==> src/rtl/tt_memop_tracker_if.sv <==
// Memop tracker bus: uop issue, OVI sync handshake and retire signals.
// The master side drives issue/status inputs; the slave side is the tracker.
interface tt_memop_tracker_if #(
  parameter int DEPTH = 4,
  parameter int ID_W  = $clog2(DEPTH)
);
  logic            i_load;
  logic            i_store;
  logic            i_id_ex_rts;
  logic            i_ex_rtr;
  logic            i_last_uop;
  logic            i_lq_empty;
  logic            i_mem_req;
  logic            i_memop_sync_end;
  logic            o_memop_sync_start;
  logic [ID_W-1:0] o_memop_sync_id;
  logic            o_completed_valid;
  logic [ID_W-1:0] o_completed_id;
  logic            o_completed_is_load;
  logic            o_ovi_stall;
  logic            o_is_load;
  logic [ID_W:0]   o_occupancy;

  modport master (
    output i_load, i_store, i_id_ex_rts, i_ex_rtr, i_last_uop,
    output i_lq_empty, i_mem_req, i_memop_sync_end,
    input  o_memop_sync_start, o_memop_sync_id, o_completed_valid,
    input  o_completed_id, o_completed_is_load, o_ovi_stall,
    input  o_is_load, o_occupancy
  );

  modport slave (
    input  i_load, i_store, i_id_ex_rts, i_ex_rtr, i_last_uop,
    input  i_lq_empty, i_mem_req, i_memop_sync_end,
    output o_memop_sync_start, o_memop_sync_id, o_completed_valid,
    output o_completed_id, o_completed_is_load, o_ovi_stall,
    output o_is_load, o_occupancy
  );
endinterface

==> src/rtl/tt_memop_tracker.sv <==
// In-order tracker for in-flight vector memops: allocates slots,
// serialises the OVI sync handshake oldest-first and retires in order.
module tt_memop_tracker #(
  parameter int DEPTH = 4,
  parameter int ID_W  = $clog2(DEPTH)
) (
  input logic              i_clk,
  input logic              i_reset,
  tt_memop_tracker_if.slave bus
);
  typedef enum logic [1:0] {
    PREPARE, BUSY, SYNC, COMMIT
  } st_e;

  logic [DEPTH-1:0] valid;
  logic [DEPTH-1:0] is_ld;
  st_e              st [DEPTH];
  logic [ID_W-1:0]  tail;
  logic [ID_W-1:0]  sync_ptr;
  logic [ID_W-1:0]  head;
  logic [ID_W:0]    occ;

  logic            fire;
  logic            alloc;
  logic            has_open;
  logic [ID_W-1:0] open_id;
  logic            in_sync;
  logic            sync_go;
  logic            sync_done;
  logic            retire;
  logic            full;

  function automatic logic [ID_W-1:0] inc(input logic [ID_W-1:0] p);
    return (p == ID_W'(DEPTH - 1)) ? '0 : p + 1'b1;
  endfunction

  always_comb begin
    has_open = 1'b0;
    open_id  = '0;
    for (int i = 0; i < DEPTH; i++) begin
      if (valid[i] && st[i] == PREPARE) begin
        has_open = 1'b1;
        open_id  = ID_W'(i);
      end
    end
  end

  // Syncs complete in order, so only slot[sync_ptr] can be in SYNC.
  assign fire = bus.i_id_ex_rts && bus.i_ex_rtr
             && (bus.i_load || bus.i_store);
  assign full  = (occ == (ID_W+1)'(DEPTH));
  assign alloc = fire && !has_open && !full;
  assign in_sync = valid[sync_ptr] && st[sync_ptr] == SYNC;
  assign sync_go = valid[sync_ptr] && st[sync_ptr] == BUSY
                && (!is_ld[sync_ptr] || !bus.i_mem_req);
  assign sync_done = in_sync && bus.i_memop_sync_end;
  assign retire = valid[head] && st[head] == COMMIT
               && (!is_ld[head] || bus.i_lq_empty);

  assign bus.o_memop_sync_start  = !i_reset && sync_go;
  assign bus.o_memop_sync_id     = i_reset ? '0 : sync_ptr;
  assign bus.o_completed_valid   = !i_reset && retire;
  assign bus.o_completed_id      = i_reset ? '0 : head;
  assign bus.o_completed_is_load = !i_reset && is_ld[head];
  assign bus.o_ovi_stall         = !i_reset && full && !has_open;
  assign bus.o_is_load           = !i_reset && valid[head] && is_ld[head];
  assign bus.o_occupancy         = i_reset ? '0 : occ;

  always_ff @(posedge i_clk) begin
    if (i_reset) begin
      valid    <= '0;
      is_ld    <= '0;
      tail     <= '0;
      sync_ptr <= '0;
      head     <= '0;
      occ      <= '0;
      for (int i = 0; i < DEPTH; i++) st[i] <= PREPARE;
    end else begin
      if (alloc) begin
        valid[tail] <= 1'b1;
        is_ld[tail] <= bus.i_load;
        st[tail]    <= bus.i_last_uop ? BUSY : PREPARE;
        tail        <= inc(tail);
      end else if (fire && has_open && bus.i_last_uop) begin
        st[open_id] <= BUSY;
      end
      if (sync_go) st[sync_ptr] <= SYNC;
      if (sync_done) begin
        st[sync_ptr] <= COMMIT;
        sync_ptr     <= inc(sync_ptr);
      end
      if (retire) begin
        valid[head] <= 1'b0;
        head        <= inc(head);
      end
      unique case ({alloc, retire})
        2'b10:   occ <= occ + 1'b1;
        2'b01:   occ <= occ - 1'b1;
        default: occ <= occ;
      endcase
    end
  end
endmodule

==> src/flat_wrapper.sv <==
// flat-port wrapper written by rule: the top's interface ports become plain ports
module tt_memop_tracker_flat 
#(
  parameter int DEPTH = 4,
  parameter int ID_W  = $clog2(DEPTH)
)
  (i_clk, i_reset, bus_i_load, bus_i_store, bus_i_id_ex_rts, bus_i_ex_rtr, bus_i_last_uop, bus_i_lq_empty, bus_i_mem_req, bus_i_memop_sync_end, bus_o_memop_sync_start, bus_o_memop_sync_id, bus_o_completed_valid, bus_o_completed_id, bus_o_completed_is_load, bus_o_ovi_stall, bus_o_is_load, bus_o_occupancy);
  tt_memop_tracker_if #(.DEPTH(DEPTH), .ID_W(ID_W)) bus_i ();
  input logic i_clk;
  input logic i_reset;
  input wire logic [$bits(bus_i.i_load)-1:0] bus_i_load;
  input wire logic [$bits(bus_i.i_store)-1:0] bus_i_store;
  input wire logic [$bits(bus_i.i_id_ex_rts)-1:0] bus_i_id_ex_rts;
  input wire logic [$bits(bus_i.i_ex_rtr)-1:0] bus_i_ex_rtr;
  input wire logic [$bits(bus_i.i_last_uop)-1:0] bus_i_last_uop;
  input wire logic [$bits(bus_i.i_lq_empty)-1:0] bus_i_lq_empty;
  input wire logic [$bits(bus_i.i_mem_req)-1:0] bus_i_mem_req;
  input wire logic [$bits(bus_i.i_memop_sync_end)-1:0] bus_i_memop_sync_end;
  output wire logic [$bits(bus_i.o_memop_sync_start)-1:0] bus_o_memop_sync_start;
  output wire logic [$bits(bus_i.o_memop_sync_id)-1:0] bus_o_memop_sync_id;
  output wire logic [$bits(bus_i.o_completed_valid)-1:0] bus_o_completed_valid;
  output wire logic [$bits(bus_i.o_completed_id)-1:0] bus_o_completed_id;
  output wire logic [$bits(bus_i.o_completed_is_load)-1:0] bus_o_completed_is_load;
  output wire logic [$bits(bus_i.o_ovi_stall)-1:0] bus_o_ovi_stall;
  output wire logic [$bits(bus_i.o_is_load)-1:0] bus_o_is_load;
  output wire logic [$bits(bus_i.o_occupancy)-1:0] bus_o_occupancy;
  assign bus_i.i_load = bus_i_load;
  assign bus_i.i_store = bus_i_store;
  assign bus_i.i_id_ex_rts = bus_i_id_ex_rts;
  assign bus_i.i_ex_rtr = bus_i_ex_rtr;
  assign bus_i.i_last_uop = bus_i_last_uop;
  assign bus_i.i_lq_empty = bus_i_lq_empty;
  assign bus_i.i_mem_req = bus_i_mem_req;
  assign bus_i.i_memop_sync_end = bus_i_memop_sync_end;
  assign bus_o_memop_sync_start = bus_i.o_memop_sync_start;
  assign bus_o_memop_sync_id = bus_i.o_memop_sync_id;
  assign bus_o_completed_valid = bus_i.o_completed_valid;
  assign bus_o_completed_id = bus_i.o_completed_id;
  assign bus_o_completed_is_load = bus_i.o_completed_is_load;
  assign bus_o_ovi_stall = bus_i.o_ovi_stall;
  assign bus_o_is_load = bus_i.o_is_load;
  assign bus_o_occupancy = bus_i.o_occupancy;
  tt_memop_tracker #(.DEPTH(DEPTH), .ID_W(ID_W)) u_core (.i_clk(i_clk), .i_reset(i_reset), .bus(bus_i));
endmodule
==> config.mk <==
export PLATFORM = sky130hd
export DESIGN_NAME = tt_memop_tracker_flat
export DESIGN_NICKNAME = d
export VERILOG_FILES = /design/src/rtl/tt_memop_tracker_if.sv /design/src/rtl/tt_memop_tracker.sv /design/src/flat_wrapper.sv
export SDC_FILE = /design/constraint.sdc
export NUM_CORES = 1
export LEC_CHECK = 0
export CORE_MARGIN = 1
export CORE_UTILIZATION = 55
export DETAILED_ROUTE_END_ITERATION = 12
export PLACE_DENSITY = 0.88
export SLEW_MARGIN = 20
export SYNTH_ARGS = -nofsm -noshare
export SYNTH_HDL_FRONTEND = slang
export SYNTH_SLANG_ARGS = --single-unit
==> constraint.sdc <==
create_clock -name i_clk -period 2.87 [get_ports i_clk]
set_input_delay 0.574 -clock i_clk [delete_from_list [all_inputs] [get_ports i_clk]]
set_output_delay 0.574 -clock i_clk [all_outputs]
set_load 0.02 [all_outputs]
### Word-level counts from Yosys, hierarchy flattened

Memories as Yosys holds them, arrays and structs flattened. A register that Yosys moved wholly into a read port is not among the register bits.
Index checks and enable logic that the tools add are counted.

* bitwise operators: 4
* eq/ne operators: 9
* multiplexer cells: 60
* reductions and logical operators: 42
* $add $sub $neg: 5
* order comparisons: 5

Operators by type and width (number)
* 2-bit 2-to-1 mux: 18
* 1-bit 2-to-1 mux: 30
* 1-bit logical AND: 25
* 2-bit == test (second input constant): 6
* 4-bit 2-to-1 mux: 3
* 2-bit by 3-bit < comparator with 1-bit output (second input constant): 3
* 1-bit binary-select mux with 2-bit select: 4
* 2-bit zero test: 4
* 2-bit by 1-bit adder with 2-bit output (second input constant): 3
* 1-bit zero test: 6
* 3-bit case mux with 2 select lines: 1
* 2-bit OR reduction: 3
* 4-bit bitwise AND: 1
* 4-bit bitwise mux: 1
* 1-bit demux with 2-bit select: 2
* 2-bit by 1-bit == test with 1-bit output (second input constant): 2
* 2-bit by 1-bit >= comparator with 1-bit output (second input constant): 2
* 4-bit NOT: 1
* 4-bit bitwise OR: 1
* 3-bit by 1-bit adder with 3-bit output (second input constant): 1
* 3-bit == test (second input constant): 1
* 1-bit logical OR: 3
* 3-bit 2-to-1 mux: 1
* 3-bit by 1-bit subtractor with 3-bit output (second input constant): 1
* other kinds (2): 2

* register bits after elaboration: 17
* memories: 1
* RAM bits: 8

Memories
* u_core.st: words 4, bits a word 2, read ports 6, clocked after memory_dff 2, write ports 4, line tt_memop_tracker.sv:17 `st_e st [DEPTH];`

### Longest topological paths before layout

Gate-level depths: netlist of run 1.
An unclocked memory read counts as a cell.

* word-level depth: 16
* gate-level depth with buffers: 9

### Worst setup path after synthesis of run 1

OpenSTA, ideal clock, no wires.

* kind: register to register
* start point: register u_core.head[0]
* end point: register u_core.occ[2]
* setup slack: 0.357 ns
* data required time: 2.747 ns
* arrival time: 2.390 ns
* cell stages (with the launch flop): 10
* path buffers: 1
* cell sequence: dfxtp_1 -> mux2_2 -> a22oi_2 -> o2111a_1 -> buf_6 -> nand2_1 -> fa_1 -> nand3b_1 -> mux2i_1 -> mux2_1

* word-level cells in the longest chain between the ends: 7
* elaborated cells between the ends (all ways): 12
* those cells by class: 2 x eq/ne; 5 x mux; 5 x reduce/logical

Ends and longest elaborated chain
* start: declaration: line tt_memop_tracker.sv:20 `logic [ID_W-1:0] head;`
* start signal: assignment: line tt_memop_tracker.sv:94 `head <= inc(head);`
* 1-bit binary-select mux with 2-bit select: line tt_memop_tracker.sv:58 `&& (!is_ld[head] || bus.i_lq_empty);`
* 1-bit 2-to-1 mux (implied by the code): line tt_memop_tracker.sv:58
* 1-bit zero test: line tt_memop_tracker.sv:58
* 1-bit logical OR: line tt_memop_tracker.sv:58
* 1-bit logical AND (*): line tt_memop_tracker.sv:58
* 2-bit by 1-bit == test with 1-bit output / 2-bit == test (equally long branches): line tt_memop_tracker.sv:96 `unique case ({alloc, retire})`
* 3-bit case mux with 2 select lines / 2-bit nonzero test (equally long branches)
* end signal: assignment: line tt_memop_tracker.sv:97 `2'b10: occ <= occ + 1'b1;`
* end signal: assignment: line tt_memop_tracker.sv:98 `2'b01: occ <= occ - 1'b1;`
* end: declaration: line tt_memop_tracker.sv:21 `logic [ID_W:0] occ;`

Every way passes the cells marked *; elsewhere a longest branch is shown, timed or not. The select of a mux whose other input is x is not followed.
A chain may end at the register's enable or synchronous reset.

### Worst setup path in the final report of run 1

* start point: input i_reset
* end point: output bus_o_occupancy[2]

* word-level cells in the longest chain between the ends: 1

Ends and longest elaborated chain
* start: declaration: line flat_wrapper.sv:10 `input logic i_reset;`
* 3-bit 2-to-1 mux: line tt_memop_tracker.sv:67 `assign bus.o_occupancy = i_reset ? '0 : occ;`
* end: declaration: line flat_wrapper.sv:26 `output wire logic [$bits(bus_i.o_occupancy)-1:0] bus_o_occupancy;`

Every way passes these cells.

==> impl_metrics.ini, run 1 <==
[status]
outcome = finished clean

[detailed_routing]
routed_wl_um = 4340
final_antenna_net_count = 0
drc_errors = 0
firstDrtPassIters = 4
wl_per_cell_um = 15.0
drt_iter0_drc = 102
via_count = 1659
routed_via_density = 5.72

[die]
io_pins = 22
rows = 21
dieArea_um2 = 3830
fp.dieW_um = 61.9
die_h_um = 61.9
initial_core_util_pct = 58.2
core_area_um2 = 3390

[clocking]
cts_sinks = 29
cts_setup_buffers = 0
cts_buffers = 5
ctsRootBufferMaster = clkbuf_4
clk_path_buf_depth = 2
insertion_delay_ns = 0.35
path_clk_slew_ns = 0.09
htree_levels = 2
tritoncts = yes
ctsHoldBuffers = 0

[power]
power.density_nw_per_um2 = 402
p_leak_nw = 0.979
peakVddDrop_mv = 0.283

[critical_path]
start_kind = primary input
critical_path_class = in -> out
endpoint_kind = output pin
arrival_ns = 2.18
critPathRequiredTime_ns = 2.30
critical_path_peak_fanout = 27

[timing]
drv_slew = 0
rsz0062_at_grt = no
finalHoldViolCount = 0
setup_violations = 0
fin_skew_ns = 0.0180
whs_ns = 0.527
clock.fmax_mhz = 363
timing.final.ws_setup_ns = 0.114
min_period_ns = 2.76
slew_headroom_pct = 60.9
fin_crit_sh_pct = 96.0
tightest_slew_ns = 0.585
finalSetupTns_ns = 0

[synth]
synth.distinct_cells = 56
syn_avg_cell_area_um2 = 9.57
syn_area_um2 = 1970
synth-seq-cells = 29
synthCells = 206
seq_area_frac_synth_pct = 31.5
synth_edf_count = 4
syn_nets = 229
async_reset_ff_share_pct = 0
synthFlopType = dfxtp_1
yosysWarnings = 0

[placement]
dpl_worst_slack_ns = -0.108
io_buffers = 21
gp_congestion = 0.870
dp_hpwl_um = 3290

[global_route]
grt_pass1_vias = 1535
grt_pass1_wl_um = 6800
grt_usage_pct = 24.7
grt-ovfl-total = 0
grt_max_degree = 28
antenna_found_initial = 0

[finish]
num_antenna_cells = 0
final_cell_mix = nor2_1, dfxtp_1, inv_1, clkdlybuf4s50_1, buf_4
fin_nets = 266
final_core_utilization_pct = 71.4
syn_to_final_growth_pct = 22.8
drive_above_1_share_pct = 21.7

[run]
cap_violations = 0

[min_path]
hp-class = reg -> reg
-- layer usage --
| metal | vias up | track usage [%] | wire length, µm |
|---|---|---|---|
| li1 | 819 | - | - |
| met1 | 787 | 32.4 | 2000 |
| met2 | 45 | 39.0 | 2080 |
| met3 | 8 | 5.18 | 176 |
| met4 | 0 | 11.7 | 87 |
| met5 | - | 0 | 0 |
-- logic make-up after synthesis --
| group | count (synthesis) | synth area share (%) |
|---|---|---|
| simple gates | 75 | 22.1 |
| buf+inv | 25 | 5.84 |
| fa+ha+maj | 13 | 8.63 |
| compound gates | 40 | 17.1 |
| flops | 29 | 31.5 |
| xor+xnor | 1 | 0.825 |
| mux | 23 | 14.0 |
-- area by class of cell --
type                       count  area [µm²]
multi-input combinational    152        1240
fill                         250         968
sequential                    29         622
timing repair buffer          37         329
inverter                      18        67.6
clock inverter                 3        65.1
tap                           46        57.6
clock buffer                   5        37.5
-- path summary, 6_finish.rpt --
kind                                 startpoint            endpoint  slack, ns  cells past startpoint
worst min-delay path            u_core.valid[0]     u_core.valid[0]       0.53                      2
worst min register to register  u_core.valid[0]     u_core.valid[0]       0.53                      2
worst max-delay path                    i_reset  bus_o_occupancy[2]       0.11                      5
worst max register to register   u_core.head[0]       u_core.occ[2]       0.38                      8
-- critical path: stages --
cell	delay, ns
clkdlybuf4s50_1	0.45
buf_4	0.25
nor2b_1	0.18
buf_4	0.13
clkdlybuf4s50_1	0.59
-- through the flow --
step / std cells / instance area, µm² / power (W)
final: 290 / 2420 / 0.000974
after global routing: 290 / 2420 / 0.00100
after CTS: 290 / 2410 / 0.000976
after detailed placement: 282 / 2310 / 0.000551
after global placement: 282 / 2310 / 0.000548
after floorplan: 206 / 1970 / 0.000510
-- Yosys cell counts (3+ instances only) --
cell type | count | area share [%]
nor3b_2 | 4 | 2.5
and2_1 | 3 | 0.95
nand3_1 | 7 | 1.8
nor2_1 | 24 | 4.6
inv_1 | 17 | 3.2
a211o_1 | 3 | 1.3
dfxtp_1 | 25 | 25
nand2b_1 | 6 | 1.9
a221oi_1 | 4 | 1.8
a21oi_1 | 4 | 1.0
mux2i_1 | 14 | 7.1
ha_1 | 12 | 7.6
a32o_1 | 4 | 2.0
nand2_1 | 13 | 2.5
edfxtp_1 | 4 | 6.1
mux2_2 | 4 | 2.3
o21ai_0 | 7 | 1.8
nor3_1 | 3 | 0.76
-- power by group --
part | internal [W] | switching, W | leakage (nW)
logic | 0.0000546 | 0.0000569 | 0.680
clock network | 0.000270 | 0.000162 | 0.0552
registers | 0.000421 | 0.0000108 | 0.244
total | 0.000745 | 0.000229 | 0.979
-- what timing repair did --
action / CTS / global route
endpoints found under the setup margin: 3 / 1
gates resized for setup: 5 / 2
gates cloned: 0 / 0
Power figures use the tool's default switching activity.
==> inputs of run 2 (changes only) <==
--- a/config.mk
+++ b/config.mk
@@ -9,6 +9,7 @@
 export CORE_UTILIZATION = 55
 export DETAILED_ROUTE_END_ITERATION = 12
 export PLACE_DENSITY = 0.88
+export SETUP_SLACK_MARGIN = 0.3
 export SLEW_MARGIN = 20
 export SYNTH_ARGS = -nofsm -noshare
 export SYNTH_HDL_FRONTEND = slang
==> run 2 against run 1 <==
  * Sequential power about the same
  * Sequential share of layout area grew 0.22 points
  * Critical path depth did not move
  * Largest cell class unchanged
  * Count of clock-buffer cells in the layout did not move
  * Routed wire length up 0.30%
==> impl_metrics.ini, run 2 (same netlist as run 1, synthesis figures left out) <==
[status]
outcome = finished clean

[die]
io_pins = 22
dieArea_um2 = 3830
rows = 21
initial_core_util_pct = 58.2
core_area_um2 = 3390
fp.dieW_um = 61.9
die_h_um = 61.9

[placement]
dpl_worst_slack_ns = -0.108
io_buffers = 21
dp_hpwl_um = 3290
gp_congestion = 0.870

[detailed_routing]
firstDrtPassIters = 4
drt_iter0_drc = 103
routed_wl_um = 4360
via_count = 1654
wl_per_cell_um = 15.0
drc_errors = 0
routed_via_density = 5.70
final_antenna_net_count = 0

[global_route]
grt_pass1_wl_um = 6830
grt_pass1_vias = 1525
grt_usage_pct = 24.9
antenna_found_initial = 0
grt-ovfl-total = 0
grt_max_degree = 28

[timing]
rsz0062_at_grt = yes
finalHoldViolCount = 0
whs_ns = 0.531
min_period_ns = 2.54
timing.final.ws_setup_ns = 0.334
fin_crit_sh_pct = 88.4
finalSetupTns_ns = 0
drv_slew = 0
fin_skew_ns = 0.0186
setup_violations = 0
slew_headroom_pct = 60.9
clock.fmax_mhz = 394
tightest_slew_ns = 0.586

[finish]
syn_to_final_growth_pct = 22.2
fin_nets = 266
num_antenna_cells = 0
final_cell_mix = nor2_1, dfxtp_1, inv_1
drive_above_1_share_pct = 23.4

[clocking]
htree_levels = 2
ctsHoldBuffers = 0
clk_path_buf_depth = 2
cts_sinks = 29
cts_setup_buffers = 0
tritoncts = yes
cts_buffers = 5
insertion_delay_ns = 0.36
ctsRootBufferMaster = clkbuf_4
path_clk_slew_ns = 0.11

[critical_path]
path_cells = clkdlybuf4s50_1, nand2b_1, a2bb2oi_4, nor4_4, buf_4
arrival_ns = 1.96
rr_startpoint = u_core.head[0]
critical_path.slowest_cell = clkdlybuf4s50_1
critical_path_peak_fanout = 4
rr_worst_depth = 8
endpoint_kind = output pin
critical_path_class = in -> out
start_kind = primary input
critPathRequiredTime_ns = 2.30
r2r_slack_ns = 0.42
max_stage_delay_ns = 0.46
reg2reg_to = u_core.occ[2]

[power]
peakVddDrop_mv = 0.281
power.density_nw_per_um2 = 404
p_leak_nw = 1.03

[min_path]
min_path_cells = 2
hp-start = u_core.valid[2]
whs_endpoint = u_core.valid[2]
hp-class = reg -> reg

[run]
cap_violations = 0
-- run 2: cell types whose count changed in the layout (fill, tap and decap cells not counted), moves of 2 or more --
cell | before | now
dlymetal6s2s_1 | 1 | 3
clkbuf_2 | 0 | 2
clkdlybuf4s50_1 | 17 | 9
dlygate4sd2_1 | 3 | 5
-- run 2: worst max-delay path, delay by kind of cell --
kind            cells  cell delay [ns]
simple gates        2             0.53
compound gates      1             0.21
buf+inv             2             0.65
-- run 2: repair_timing --
item | in CTS | in global routing
endpoints found under the setup margin | 11 | 8
pin swaps | 0 | 1
gates resized for setup | 15 | 13
-- run 2: power by group --
part	internal, W	leakage (nW)	total (W)	switching [W]
clock	0.000270	0.0552	0.000432	0.000163
sequential	0.000420	0.244	0.000430	0.0000106
combinational	0.0000541	0.735	0.000111	0.0000569
total	0.000743	1.03	0.000973	0.000230
-- run 2: final cells by class --
cell class	count	area, µm²
Clock inverter	3	65.1
Sequential cell	29	624
Fill cell	257	980
Multi-Input combinational cell	152	1240
Timing Repair Buffer	37	318
Clock buffer	5	37.5
Tap cell	46	57.6
Inverter	18	67.6
-- run 2: routing by layer --
layer,vias to the layer above,wire [µm],GRT usage [%]
met2,39,2090,39.8
met5,-,0,0
met4,0,89,11.1
li1,822,-,-
met3,9,175,5.18
met1,784,2000,32.5
-- run 2: worst max path at each step --
stage                                   to           start  slack [ns]  depth (start not counted)
CTS                 bus_o_memop_sync_start         i_reset        0.15                          5
detailed placement  bus_o_memop_sync_start         i_reset       -0.11                          5
global placement    bus_o_memop_sync_start         i_reset       -0.09                          5
finish              bus_o_memop_sync_start         i_reset        0.33                          5
global route        bus_o_memop_sync_start         i_reset        0.27                          5
floorplan                    u_core.occ[2]  u_core.head[0]        0.36                          9
-- run 2: per-stage QoR --
stage / utilization (%) / instances / total power [W] / area [µm²]
2_1_floorplan: - / 206 / 0.000510 / 1970
3_3_place_gp: 68.2 / 282 / 0.000548 / 2310
3_5_place_dp: 68.2 / 282 / 0.000551 / 2310
4_1_cts: 71.2 / 290 / 0.000974 / 2410
5_1_grt: 71.1 / 290 / 0.00100 / 2410
6_report: 71.1 / 290 / 0.000973 / 2410
==> inputs of run 3 (changes only) <==
--- a/config.mk
+++ b/config.mk
@@ -7,6 +7,7 @@
 export LEC_CHECK = 0
 export CORE_MARGIN = 1
 export CORE_UTILIZATION = 55
+export CTS_CLUSTER_DIAMETER = 40
 export DETAILED_ROUTE_END_ITERATION = 12
 export PLACE_DENSITY = 0.88
 export SETUP_SLACK_MARGIN = 0.3
==> results of run 3 <==
Same layout as run 2: the final DEF is identical, and so are final timing and power.
